--- src/rtl/sevenseg_capture_if.sv ---
// Seven-segment bus as seen by a capture monitor: multiplexed segment/anode
// lines in, recovered digits and status out.
interface sevenseg_capture_if;
  logic [6:0] seg;
  logic [3:0] an;
  logic [3:0] digit0;
  logic [3:0] digit1;
  logic [3:0] digit2;
  logic [3:0] digit3;
  logic [3:0] digit_valid;
  logic       frame_valid;
  logic       bad_code;
  logic       scan_lost;

  modport master (
    output seg, an,
    input  digit0, digit1, digit2, digit3, digit_valid, frame_valid, bad_code, scan_lost
  );

  modport slave (
    input  seg, an,
    output digit0, digit1, digit2, digit3, digit_valid, frame_valid, bad_code, scan_lost
  );
endinterface

--- src/rtl/sevenseg_capture.sv ---
// Recovers the four hex digits shown on a multiplexed active-low seven-segment
// bus, with per-digit validity, frame completion, bad-pattern and scan-loss flags.
module sevenseg_capture #(
  parameter int STABLE_CYCLES  = 16,
  parameter int TIMEOUT_CYCLES = 1048576
) (
  input  logic               clk,
  input  logic               clr_n,
  sevenseg_capture_if.slave  bus
);

  localparam int SCW = $clog2(STABLE_CYCLES + 1);
  localparam int TCW = $clog2(TIMEOUT_CYCLES + 1);

  localparam logic [SCW-1:0] STABLE_MAX  = SCW'(STABLE_CYCLES);
  localparam logic [SCW-1:0] STABLE_LAST = SCW'(STABLE_CYCLES - 1);
  localparam logic [SCW-1:0] STABLE_ONE  = SCW'(1);
  localparam logic [TCW-1:0] TO_MAX      = TCW'(TIMEOUT_CYCLES);
  localparam logic [TCW-1:0] TO_LAST     = TCW'(TIMEOUT_CYCLES - 1);
  localparam logic [TCW-1:0] TO_ONE      = TCW'(1);

  localparam logic [1:0] ST_IDLE  = 2'd0;
  localparam logic [1:0] ST_TRACK = 2'd1;
  localparam logic [1:0] ST_HELD  = 2'd2;

  // Returns {legal, value}; input is the raw active-low gfedcba pattern.
  function automatic logic [4:0] decode_seg(input logic [6:0] seg_n);
    logic [6:0] lit;
    lit = ~seg_n;
    case (lit)
      7'h3F:   return {1'b1, 4'h0};
      7'h06:   return {1'b1, 4'h1};
      7'h5B:   return {1'b1, 4'h2};
      7'h4F:   return {1'b1, 4'h3};
      7'h66:   return {1'b1, 4'h4};
      7'h6D:   return {1'b1, 4'h5};
      7'h7D:   return {1'b1, 4'h6};
      7'h07:   return {1'b1, 4'h7};
      7'h7F:   return {1'b1, 4'h8};
      7'h6F:   return {1'b1, 4'h9};
      7'h77:   return {1'b1, 4'hA};
      7'h7C:   return {1'b1, 4'hB};
      7'h39:   return {1'b1, 4'hC};
      7'h5E:   return {1'b1, 4'hD};
      7'h79:   return {1'b1, 4'hE};
      7'h71:   return {1'b1, 4'hF};
      default: return 5'b0_0000;
    endcase
  endfunction

  logic [6:0]       seg_s1_q, seg_s1_d, seg_s2_q, seg_s2_d;
  logic [3:0]       an_s1_q, an_s1_d, an_s2_q, an_s2_d;
  logic [1:0]       state_q, state_d;
  logic [10:0]      cand_q, cand_d;
  logic [SCW-1:0]   stab_cnt_q, stab_cnt_d;
  logic [TCW-1:0]   to_cnt_q, to_cnt_d;
  logic [3:0]       seen_q, seen_d;
  logic [3:0][3:0]  digit_q, digit_d;
  logic [3:0]       valid_q, valid_d;
  logic             frame_q, frame_d;
  logic             bad_q, bad_d;
  logic             lost_q, lost_d;

  logic [10:0]      cur;
  logic [3:0]       an_low;
  logic             an_legal;
  logic             capture;
  logic [1:0]       cap_idx;
  logic [4:0]       dec;

  always_comb begin
    seg_s1_d = bus.seg;
    seg_s2_d = seg_s1_q;
    an_s1_d  = bus.an;
    an_s2_d  = an_s1_q;
  end

  // Stability tracker: a pattern is captured once after STABLE_CYCLES identical samples.
  always_comb begin
    state_d    = state_q;
    cand_d     = cand_q;
    stab_cnt_d = stab_cnt_q;
    capture    = 1'b0;
    cur        = {an_s2_q, seg_s2_q};
    an_low     = ~an_s2_q;
    an_legal   = (an_low != '0) && ((an_low & (an_low - 4'd1)) == '0);

    if (!an_legal) begin
      state_d    = ST_IDLE;
      stab_cnt_d = '0;
    end else begin
      case (state_q)
        ST_IDLE: begin
          state_d    = ST_TRACK;
          stab_cnt_d = STABLE_ONE;
          cand_d     = cur;
        end
        ST_TRACK: begin
          if (cur == cand_q) begin
            if (stab_cnt_q == STABLE_LAST) begin
              capture    = 1'b1;
              state_d    = ST_HELD;
              stab_cnt_d = STABLE_MAX;
            end else begin
              stab_cnt_d = stab_cnt_q + STABLE_ONE;
            end
          end else begin
            stab_cnt_d = STABLE_ONE;
            cand_d     = cur;
          end
        end
        ST_HELD: begin
          if (cur != cand_q) begin
            state_d    = ST_TRACK;
            stab_cnt_d = STABLE_ONE;
            cand_d     = cur;
          end
        end
        default: begin
          state_d    = ST_IDLE;
          stab_cnt_d = '0;
        end
      endcase
    end
  end

  always_comb begin
    cap_idx = '0;
    for (int unsigned i = 0; i < 4; i++) begin
      if (!cand_q[7 + i]) cap_idx = 2'(i);
    end
    dec = decode_seg(cand_q[6:0]);
  end

  // Capture results, frame tracking and scan-loss timeout.
  always_comb begin
    digit_d  = digit_q;
    valid_d  = valid_q;
    bad_d    = 1'b0;
    lost_d   = lost_q;
    to_cnt_d = to_cnt_q;
    frame_d  = (seen_q == 4'hF);
    seen_d   = (seen_q == 4'hF) ? '0 : seen_q;

    if (capture) begin
      seen_d   = seen_d | (4'b0001 << cap_idx);
      to_cnt_d = '0;
      lost_d   = 1'b0;
      if (dec[4]) begin
        digit_d[cap_idx] = dec[3:0];
        valid_d[cap_idx] = 1'b1;
      end else begin
        valid_d[cap_idx] = 1'b0;
        bad_d            = 1'b1;
      end
    end else if (to_cnt_q != TO_MAX) begin
      to_cnt_d = to_cnt_q + TO_ONE;
      if (to_cnt_q == TO_LAST) begin
        lost_d  = 1'b1;
        valid_d = '0;
        seen_d  = '0;
      end
    end
  end

  always_ff @(posedge clk or negedge clr_n) begin
    if (!clr_n) begin
      seg_s1_q   <= '0;
      seg_s2_q   <= '0;
      an_s1_q    <= '0;
      an_s2_q    <= '0;
      state_q    <= ST_IDLE;
      cand_q     <= '0;
      stab_cnt_q <= '0;
      to_cnt_q   <= '0;
      seen_q     <= '0;
      digit_q    <= '0;
      valid_q    <= '0;
      frame_q    <= 1'b0;
      bad_q      <= 1'b0;
      lost_q     <= 1'b0;
    end else begin
      seg_s1_q   <= seg_s1_d;
      seg_s2_q   <= seg_s2_d;
      an_s1_q    <= an_s1_d;
      an_s2_q    <= an_s2_d;
      state_q    <= state_d;
      cand_q     <= cand_d;
      stab_cnt_q <= stab_cnt_d;
      to_cnt_q   <= to_cnt_d;
      seen_q     <= seen_d;
      digit_q    <= digit_d;
      valid_q    <= valid_d;
      frame_q    <= frame_d;
      bad_q      <= bad_d;
      lost_q     <= lost_d;
    end
  end

  assign bus.digit0      = digit_q[0];
  assign bus.digit1      = digit_q[1];
  assign bus.digit2      = digit_q[2];
  assign bus.digit3      = digit_q[3];
  assign bus.digit_valid = valid_q;
  assign bus.frame_valid = frame_q;
  assign bus.bad_code    = bad_q;
  assign bus.scan_lost   = lost_q;

endmodule

--- src/flat_wrapper.sv ---
// flat-port wrapper written by rule: the top's interface ports become plain ports
module sevenseg_capture_flat 
#(
  parameter int STABLE_CYCLES  = 16,
  parameter int TIMEOUT_CYCLES = 1048576
)
  (clk, clr_n, bus_seg, bus_an, bus_digit0, bus_digit1, bus_digit2, bus_digit3, bus_digit_valid, bus_frame_valid, bus_bad_code, bus_scan_lost);
  sevenseg_capture_if bus_i ();
  input  logic clk;
  input  logic clr_n;
  input wire logic [$bits(bus_i.seg)-1:0] bus_seg;
  input wire logic [$bits(bus_i.an)-1:0] bus_an;
  output wire logic [$bits(bus_i.digit0)-1:0] bus_digit0;
  output wire logic [$bits(bus_i.digit1)-1:0] bus_digit1;
  output wire logic [$bits(bus_i.digit2)-1:0] bus_digit2;
  output wire logic [$bits(bus_i.digit3)-1:0] bus_digit3;
  output wire logic [$bits(bus_i.digit_valid)-1:0] bus_digit_valid;
  output wire logic [$bits(bus_i.frame_valid)-1:0] bus_frame_valid;
  output wire logic [$bits(bus_i.bad_code)-1:0] bus_bad_code;
  output wire logic [$bits(bus_i.scan_lost)-1:0] bus_scan_lost;
  assign bus_i.seg = bus_seg;
  assign bus_i.an = bus_an;
  assign bus_digit0 = bus_i.digit0;
  assign bus_digit1 = bus_i.digit1;
  assign bus_digit2 = bus_i.digit2;
  assign bus_digit3 = bus_i.digit3;
  assign bus_digit_valid = bus_i.digit_valid;
  assign bus_frame_valid = bus_i.frame_valid;
  assign bus_bad_code = bus_i.bad_code;
  assign bus_scan_lost = bus_i.scan_lost;
  sevenseg_capture #(.STABLE_CYCLES(STABLE_CYCLES), .TIMEOUT_CYCLES(TIMEOUT_CYCLES)) u_core (.clk(clk), .clr_n(clr_n), .bus(bus_i));
endmodule
--- config.mk ---
export PLATFORM = sky130hd
export DESIGN_NAME = sevenseg_capture_flat
export DESIGN_NICKNAME = d
export VERILOG_FILES = /design/src/rtl/sevenseg_capture_if.sv /design/src/rtl/sevenseg_capture.sv /design/src/flat_wrapper.sv
export SDC_FILE = /design/constraint.sdc
export NUM_CORES = 1
export LEC_CHECK = 0
export ABC_AREA = 1
export BUFFER_PORTS_ARGS = -buffer_cell sky130_fd_sc_hd__buf_2
export CAP_MARGIN = 20
export CORE_MARGIN = 2
export CORE_UTILIZATION = 25
export DETAILED_ROUTE_END_ITERATION = 12
export GPL_ROUTABILITY_DRIVEN = 0
export PLACE_DENSITY = 0.44
export SLEW_MARGIN = 20
export SYNTH_ARGS = -nofsm -noshare
export SYNTH_HDL_FRONTEND = slang
export SYNTH_SLANG_ARGS = --single-unit
--- constraint.sdc ---
create_clock -name clk -period 4.6 [get_ports clk]
set_input_delay 0.69 -clock clk [delete_from_list [all_inputs] [get_ports clk]]
set_output_delay 0.69 -clock clk [all_outputs]
set_load 0.03 [all_outputs]
==> impl_metrics.tcl, run 1 <==
set metrics [dict create \
    routedWlPerCell_um 12.9 \
    post_cts.resized_instances 0 \
    post_synth_instance_area_mm2 0.00441 \
    routed-via-count 3600 \
    tritoncts_num_sinks 88 \
    placed_cell_area_mm2 0.00480 \
    detail_route.first_pass.iterations 5 \
    final_net_count 613 \
    hold_path_class "flop to flop" \
    worst-path-max-fanout 13 \
    clkTransAtPathRegs_ns 0.06 \
    clock_skew_after_layout_ns 0.00587 \
    grtUsageMet3_pct 3.37 \
    p_clk_share_pct 41.5 \
    syn_avg_cell_area_um2 7.89 \
    internal_power_w 0.00129 \
    hpwlAfterDp_mm 7.77 \
    final.hold.worst_slack_ns 0.353 \
    drive_above_1_share_pct 14.5 \
    regToRegEndpoint "u_core.cand_q[4]" \
    drt_drc_violations_left 0 \
    floorplan.rows 48 \
    globalRouteMet1Util_pct 17.2 \
    comb_power_share_pct 11.0 \
    synth_top_area_cell "sky130_fd_sc_hd__dfrtp_1" \
    hold_path_end "u_core.seg_s2_q[2]" \
    critical_path_class "flop to flop" \
    synth-async-reset-ratio_pct 100 \
    power_frac_seq_pct 47.5 \
    grt_pass1_vias 3579 \
    tritoncts "yes" \
    hold_path_depth 0 \
    number_of_enable_flip_flop_cells_after_synthesis 0 \
    r2r.worst_path.cells 8 \
    post-synth-top-area-fraction_pct 49.9 \
    post_drt_via_cell_ratio 4.36 \
    drt_wl_total_mm 10.7 \
    antenna_violating_nets_post_route 0 \
    met2_usage_pct 19.7 \
    yosys_warnings 0 \
    start_util_pct 25.5 \
    syn-num-nets 576 \
    switching_share_pct 27.4 \
    total_of_flip_flops_plus_latches_after_synthesis 88 \
    postCtsSetupRepairBufs 0 \
    grt_start_max_net_pins 59 \
    grt_first_pass_wirelength_mm 18.2 \
    timing.setup.tns_ns 0 \
    layout_worst_path_cycle_share_pct 53.0 \
    switchingPower_w 0.000485 \
    setup_viol_count_final 0 \
    timing.fmax_mhz 411 \
    cts.root.buffer_cell "sky130_fd_sc_hd__clkbuf_16" \
    worstMarginPinSlew_ns 1.00 \
    die_w_um 137 \
    antennaDiodeCount 0 \
    drt-initial-drc-count 217 \
    htreeDepth 3 \
    status "finished, final reports clean" \
    max_cap_viol_count 0 \
    end_kind "flop" \
    io_buffer_count 35 \
    power.static_leakage_nw 2.76 \
    cts-buffers-inserted 9 \
    coreArea_mm2 0.0173 \
    fin_crit_ns 2.44 \
    setup.worst_path.start_class "flop" \
    cts_hold_buffers 0 \
    synth_most_common_cell "sky130_fd_sc_hd__nand2_1" \
    required_ns 4.84 \
    rr_startpoint "u_core.an_s2_q[1]" \
    p_total_w 0.00177 \
    area_of_all_placed_cells_without_fillers_mm2 0.00510 \
    yosys-top-cells-count "sky130_fd_sc_hd__nand2_1, sky130_fd_sc_hd__dfrtp_1, sky130_fd_sc_hd__inv_1" \
    worst_ep_arrival_time_ns 2.67 \
    ys.flop_type "sky130_fd_sc_hd__dfrtp_1" \
    grt_busiest_layer "met2" \
    n_fill_cell 1884 \
    syn_to_final_growth_pct 15.6 \
    slew_headroom_pct 33.2 \
    synth_sequential_area_ratio_pct 49.9 \
    globalRoute.totalOverflow 0 \
    global_route.usage.total_pct 12.7 \
    clock_tree.buffer_depth 2 \
    grt_antenna_before_repair 0 \
    die-height_um 137 \
    netlist_instances 559 \
    report.final.hold_viol_count 0 \
    beginning_of_the_worst_hold_path "u_core.seg_s1_q[2]" \
    netlist_top_cells_area "sky130_fd_sc_hd__dfrtp_1, sky130_fd_sc_hd__nand2_1, sky130_fd_sc_hd__nand3_1, sky130_fd_sc_hd__inv_1, sky130_fd_sc_hd__nor2_1" \
    ff2ff_setup_slack_ns 2.16 \
    post_synth_num_cell_types 30 \
    final_max_slew_viol_count 0 \
    peakVddDrop_uv 172 \
    design.die.area_mm2 0.0187 \
    ioPinCount 36 \
    clock_latency_ns 0.35 \
    power.density_cell_area_mw_per_mm2 347 \
    rsz0062_at_grt "false" \
]
[sequential cells by signal, indices dropped and copies added (netlist names), 4 cells and up]
signal / cells
u_core.an_s2_q: 4
u_core.cand_q: 11
u_core.bus.digit1: 4
u_core.seg_s1_q: 7
u_core.seg_s2_q: 7
u_core.to_cnt_q: 21
u_core.bus.digit3: 4
u_core.bus.digit0: 4
u_core.bus.digit_valid: 4
u_core.an_s1_q: 4
u_core.bus.digit2: 4
u_core.stab_cnt_q: 5
u_core.seen_q: 4
[how the worst max path moves through the flow]
stage	startpoint	to	slack, ns	cells after the start
2_1_floorplan	u_core.stab_cnt_q[0]	u_core.bus.digit0[0]	2.95	9
3_5_place_dp	u_core.an_s2_q[1]	u_core.cand_q[6]	2.11	8
5_1_grt	u_core.an_s2_q[1]	u_core.cand_q[8]	1.80	8
4_1_cts	u_core.an_s2_q[1]	u_core.cand_q[4]	2.08	8
3_3_place_gp	u_core.an_s2_q[1]	u_core.cand_q[9]	2.21	8
6_report	u_core.an_s2_q[1]	u_core.cand_q[4]	2.16	8
[cells in the final DEF (no fill, tap or decap), types with 3 or more instances in the layout]
cell	count
sky130_fd_sc_hd__inv_2	12
sky130_fd_sc_hd__nand4_2	3
sky130_fd_sc_hd__ha_1	4
sky130_fd_sc_hd__buf_2	34
sky130_fd_sc_hd__nand2_1	176
sky130_fd_sc_hd__nor2_1	47
sky130_fd_sc_hd__inv_1	66
sky130_fd_sc_hd__xnor2_1	3
sky130_fd_sc_hd__nand3_2	5
sky130_fd_sc_hd__nand4_1	25
sky130_fd_sc_hd__nand3_1	58
sky130_fd_sc_hd__dfrtp_1	88
sky130_fd_sc_hd__clkbuf_16	9
sky130_fd_sc_hd__o21ai_0	15
sky130_fd_sc_hd__nor2_4	3
sky130_fd_sc_hd__nor3_1	15
sky130_fd_sc_hd__a21oi_1	6
sky130_fd_sc_hd__nand2_2	4
sky130_fd_sc_hd__nor2_2	5
[critical path, cell delays in order, from the launching register on]
cell and delay, ns:
sky130_fd_sc_hd__dfrtp_1 0.42, sky130_fd_sc_hd__nand2_1 0.10, sky130_fd_sc_hd__inv_1 0.04, sky130_fd_sc_hd__o21ai_1 0.14, sky130_fd_sc_hd__nand2_2 0.12, sky130_fd_sc_hd__a21oi_1 0.79, sky130_fd_sc_hd__nand2_1 0.50, sky130_fd_sc_hd__nand2_1 0.16
sky130_fd_sc_hd__nand2_1 0.06
[stage by stage]
stage | cells | setup slack [ns] | utilization [%]
finish | 825 | 2.16 | 29.5
global route | 825 | 1.80 | 29.5
CTS | 825 | 2.08 | 29.5
detailed placement | 810 | 2.11 | 27.8
global placement | 810 | 2.21 | 27.8
floorplan | 559 | 2.95 | -
[cell type report]
| type | count | area (um^2) | share of cell area [%] |
|---|---|---|---|
| tap | 225 | 282 | 5.52 |
| timing repair buffer | 36 | 185 | 3.63 |
| multi-input combinational | 383 | 1840 | 36.1 |
| clock inverter | 5 | 57.6 | 1.13 |
| sequential | 88 | 2200 | 43.2 |
| inverter | 78 | 293 | 5.74 |
| clock buffer | 10 | 239 | 4.68 |
[power groups by stage]
stage                     combinational (W)  sequential (W)  clock [W]
after global placement             0.000197        0.000854          0
after global routing               0.000224        0.000845   0.000798
after CTS                          0.000199        0.000841   0.000766
after floorplan                    0.000154        0.000838          0
final                              0.000195        0.000842   0.000735
after detailed placement           0.000199        0.000855          0
[routing by layer]
metal	share of wire (%)	up-vias
met1	50	1671
met3	3.4	9
li1	-	1865
met5	0	-
met4	1.3	0
met2	45	55
[logic make-up after synthesis]
logic type / count (synthesis) / share of synthesized area (%)
adder cells (fa/ha/maj): 4 / 1.13
XOR/XNOR: 5 / 0.993
AO/OA/AOI/OAI: 26 / 3.15
AND/OR/NAND/NOR: 348 / 36.5
flip-flops: 88 / 49.9
buffers and inverters: 88 / 8.31
(Power assumes the default switching activity.)
==> run 2, diff against run 1 <==
ABC_AREA = 0   (was 1)
clock period = 2.4 ns   (was 4.6 ns; I/O delays follow)
==> impl_metrics.tcl, run 2 <==
set metrics [dict create \
    largest_registers "u_core.to_cnt_q: 21 flops, u_core.cand_q: 11 flops" \
    grt_pass1_vias 3203 \
    yosys_warnings 0 \
    floorplan.rows 47 \
    multi_input_comb_area_mm2 0.00193 \
    hpwlAfterDp_mm 6.97 \
    power.density_cell_area_mw_per_mm2 680 \
    post_synth_num_cell_types 52 \
    syn_avg_cell_area_um2 11.2 \
    post-synth-top-area-fraction_pct 52.1 \
    drt_wl_total_mm 9.89 \
    netlist_top_cells_area "sky130_fd_sc_hd__dfrtp_1, sky130_fd_sc_hd__xor2_1, sky130_fd_sc_hd__mux2_2, sky130_fd_sc_hd__nor2_1, sky130_fd_sc_hd__a211oi_4" \
    synth_sequential_area_ratio_pct 52.1 \
    tritoncts_num_sinks 88 \
    io_buffer_count 35 \
    synth_top_area_cell "sky130_fd_sc_hd__dfrtp_1" \
    post_drt_via_cell_ratio 4.53 \
    total_of_flip_flops_plus_latches_after_synthesis 88 \
    globalRoute.totalOverflow 0 \
    peakVddDrop_uv 353 \
    routed-via-count 3062 \
    beginning_of_the_worst_hold_path "bus_an[2]" \
    final.setup.worst_slack_ns -0.318 \
    setup_viol_count_final 21 \
    largest_register_by_flop_count "u_core.to_cnt_q" \
    required_ns 2.64 \
    routedWlPerCell_um 14.6 \
    final_common_cell "sky130_fd_sc_hd__dfrtp_1" \
    yosys-top-cells-count "sky130_fd_sc_hd__dfrtp_1, sky130_fd_sc_hd__nor2_1, sky130_fd_sc_hd__xor2_1" \
    timing.setup.tns_ns -5.21 \
    syn_to_final_growth_pct 27.8 \
    global_route.usage.total_pct 11.7 \
    n_fill_cell 1662 \
    htreeDepth 3 \
    clkTransAtPathRegs_ns 0.07 \
    die-height_um 134 \
    cts-buffers-inserted 9 \
    status "finished with violations" \
    post_synth_instance_area_mm2 0.00422 \
    switchingPower_w 0.00103 \
    timing.fmax_mhz 368 \
    rr_startpoint "u_core.stab_cnt_q[0]" \
    largest_reg_flops 21 \
    die_w_um 134 \
    start_util_pct 25.6 \
    power_frac_seq_pct 43.3 \
    report.final.hold_viol_count 0 \
    synth_most_common_cell "sky130_fd_sc_hd__dfrtp_1" \
    grt_first_pass_wirelength_mm 16.4 \
    clock_skew_after_layout_ns 0.0132 \
    layout_worst_path_cycle_share_pct 113 \
    antennaDiodeCount 0 \
    drt_drc_violations_left 0 \
    slew_headroom_pct 60.8 \
    worstMarginPinSlew_ns 0.588 \
    switching_share_pct 28.2 \
    setup.worst_path.start_class "flop" \
    antenna_violating_nets_post_route 0 \
    failed_checks "setup timing" \
    crit_start "u_core.stab_cnt_q[0]" \
    comb_power_share_pct 17.8 \
    clock_tree.buffer_depth 2 \
    final_net_count 468 \
    number_of_enable_flip_flop_cells_after_synthesis 0 \
    drive_above_1_share_pct 30.9 \
    critical_path_class "flop to flop" \
    grt_antenna_before_repair 0 \
    final_max_slew_viol_count 0 \
    hold_path_class "input pin to flop" \
    ys.flop_type "sky130_fd_sc_hd__dfrtp_1" \
    fin_crit_ns 2.72 \
    dp_worst_setup_slack_ns -0.379 \
    tritoncts "yes" \
    end_kind "flop" \
    power.static_leakage_nw 2.41 \
    drt-initial-drc-count 190 \
    rsz0062_at_grt "true" \
    worst-path-max-fanout 5 \
    coreArea_mm2 0.0165 \
    layoutNonFillerInstCount 676 \
    detail_route.first_pass.iterations 4 \
    clock_latency_ns 0.35 \
    grt_start_max_net_pins 44 \
    ioPinCount 36 \
    netlist_instances 378 \
    p_clk_share_pct 38.8 \
    design.die.area_mm2 0.0179 \
    syn-num-nets 395 \
    final_cell_mix "sky130_fd_sc_hd__dfrtp_1, sky130_fd_sc_hd__buf_4, sky130_fd_sc_hd__buf_2" \
    worst_ep_arrival_time_ns 2.96 \
    cts.root.buffer_cell "sky130_fd_sc_hd__clkbuf_16" \
    max_cap_viol_count 0 \
    internal_power_w 0.00264 \
    placed_cells 657 \
    register_area_mm2 0.00220 \
    synth-async-reset-ratio_pct 100 \
]
[run 2: cell types whose count changed in the layout (fill, tap and decap cells not counted), moves of 8 or more]
cell | before | now
sky130_fd_sc_hd__mux2_2 | 0 | 14
sky130_fd_sc_hd__mux2i_1 | 0 | 8
sky130_fd_sc_hd__xor2_1 | 2 | 26
sky130_fd_sc_hd__nand4_1 | 25 | 10
sky130_fd_sc_hd__nand2_1 | 176 | 11
sky130_fd_sc_hd__buf_4 | 2 | 43
sky130_fd_sc_hd__inv_2 | 12 | 0
sky130_fd_sc_hd__nor3_1 | 15 | 7
sky130_fd_sc_hd__and3_1 | 0 | 9
sky130_fd_sc_hd__nor2_1 | 47 | 33
sky130_fd_sc_hd__inv_1 | 66 | 17
sky130_fd_sc_hd__nand3_1 | 58 | 15
[run 2: path summary, 6_finish.rpt]
| path | to | slack [ns] | depth (start not counted) |
|---|---|---|---|
| hold reg to reg | u_core.seg_s2_q[3] | 0.35 | 0 |
| setup reg to reg | u_core.bus.digit2[3] | -0.32 | 8 |
| min in group asynchronous | u_core.seg_s2_q[1] | 0.44 | 2 |
| hold / removal | u_core.an_s1_q[2] | 0.12 | 1 |
| setup / recovery | u_core.bus.digit2[3] | -0.32 | 8 |
| max in group asynchronous | u_core.seen_q[1] | 1.31 | 3 |
[run 2: through the flow]
| stage | hold WS, ns | total power, W | area [um^2] | util (%) |
|---|---|---|---|---|
| after floorplan | 0.0644 | 0.00201 | 4260 | - |
| after global placement | 0.265 | 0.00224 | 5000 | 30.2 |
| after detailed placement | 0.267 | 0.00225 | 5000 | 30.2 |
| after CTS | 0.102 | 0.00371 | 5350 | 32.4 |
| after global routing | 0.102 | 0.00387 | 5400 | 32.7 |
| final | 0.116 | 0.00367 | 5400 | 32.7 |
[run 2: cells by family (layout without fill, tap and decap cells)]
family | count (synthesis) | after routing | share of synthesized area [%]
DFF | 88 | 88 | 52.1
and+or+nand+nor | 130 | 130 | 17.8
adders and majority gates | 4 | 4 | 1.19
muxes | 28 | 28 | 7.59
buffers and inverters | 40 | 118 | 4.09
xor gates and xnor gates | 37 | 37 | 7.85
AOI/OAI and AO/OA | 51 | 51 | 9.36
[run 2: area by class of cell]
class                   count  area share, %
clock buffers              10           4.24
flip-flops and latches     88           40.8
inverters                  17           1.18
repair buffers             85           11.6
clock inverters             6           1.25
well taps                 220           5.10
multi-input cells         250           35.8
[run 2: layer usage]
layer / GRT usage [%] / share of wire (%)
met2: 18.7 / 48
met4: 6.15 / 1.9
met5: 0 / 0
met1: 15.1 / 47
met3: 2.12 / 2.6
[run 2: what timing repair did]
action / CTS / global route
endpoints found under the setup margin: 21 / 33
hold buffers: 1 / 0
gates cloned: 0 / 1
buffers inserted: 3 / 1
gates resized for setup: 7 / 10
hold endpoints to repair: 17 / 0
pin swaps: 1 / 3
[run 2: worst max-delay path: stages, from the launching register on]
cell and delay [ns]:
sky130_fd_sc_hd__dfrtp_1 0.35, sky130_fd_sc_hd__ha_2 0.18, sky130_fd_sc_hd__and3_4 0.19, sky130_fd_sc_hd__ha_4 0.13, sky130_fd_sc_hd__nand3b_1 0.13, sky130_fd_sc_hd__or4_4 0.44
sky130_fd_sc_hd__or4_4 0.52, sky130_fd_sc_hd__a211oi_4 0.29, sky130_fd_sc_hd__mux2_2 0.37
[run 2: power groups by stage]
| stage | Combinational, W | Clock (W) | Sequential, W |
|---|---|---|---|
| floorplan | 0.000410 | 0 | 0.00160 |
| global placement | 0.000625 | 0 | 0.00162 |
| detailed placement | 0.000635 | 0 | 0.00162 |
| CTS | 0.000641 | 0.00148 | 0.00159 |
| global route | 0.000708 | 0.00157 | 0.00160 |
| finish | 0.000654 | 0.00143 | 0.00159 |
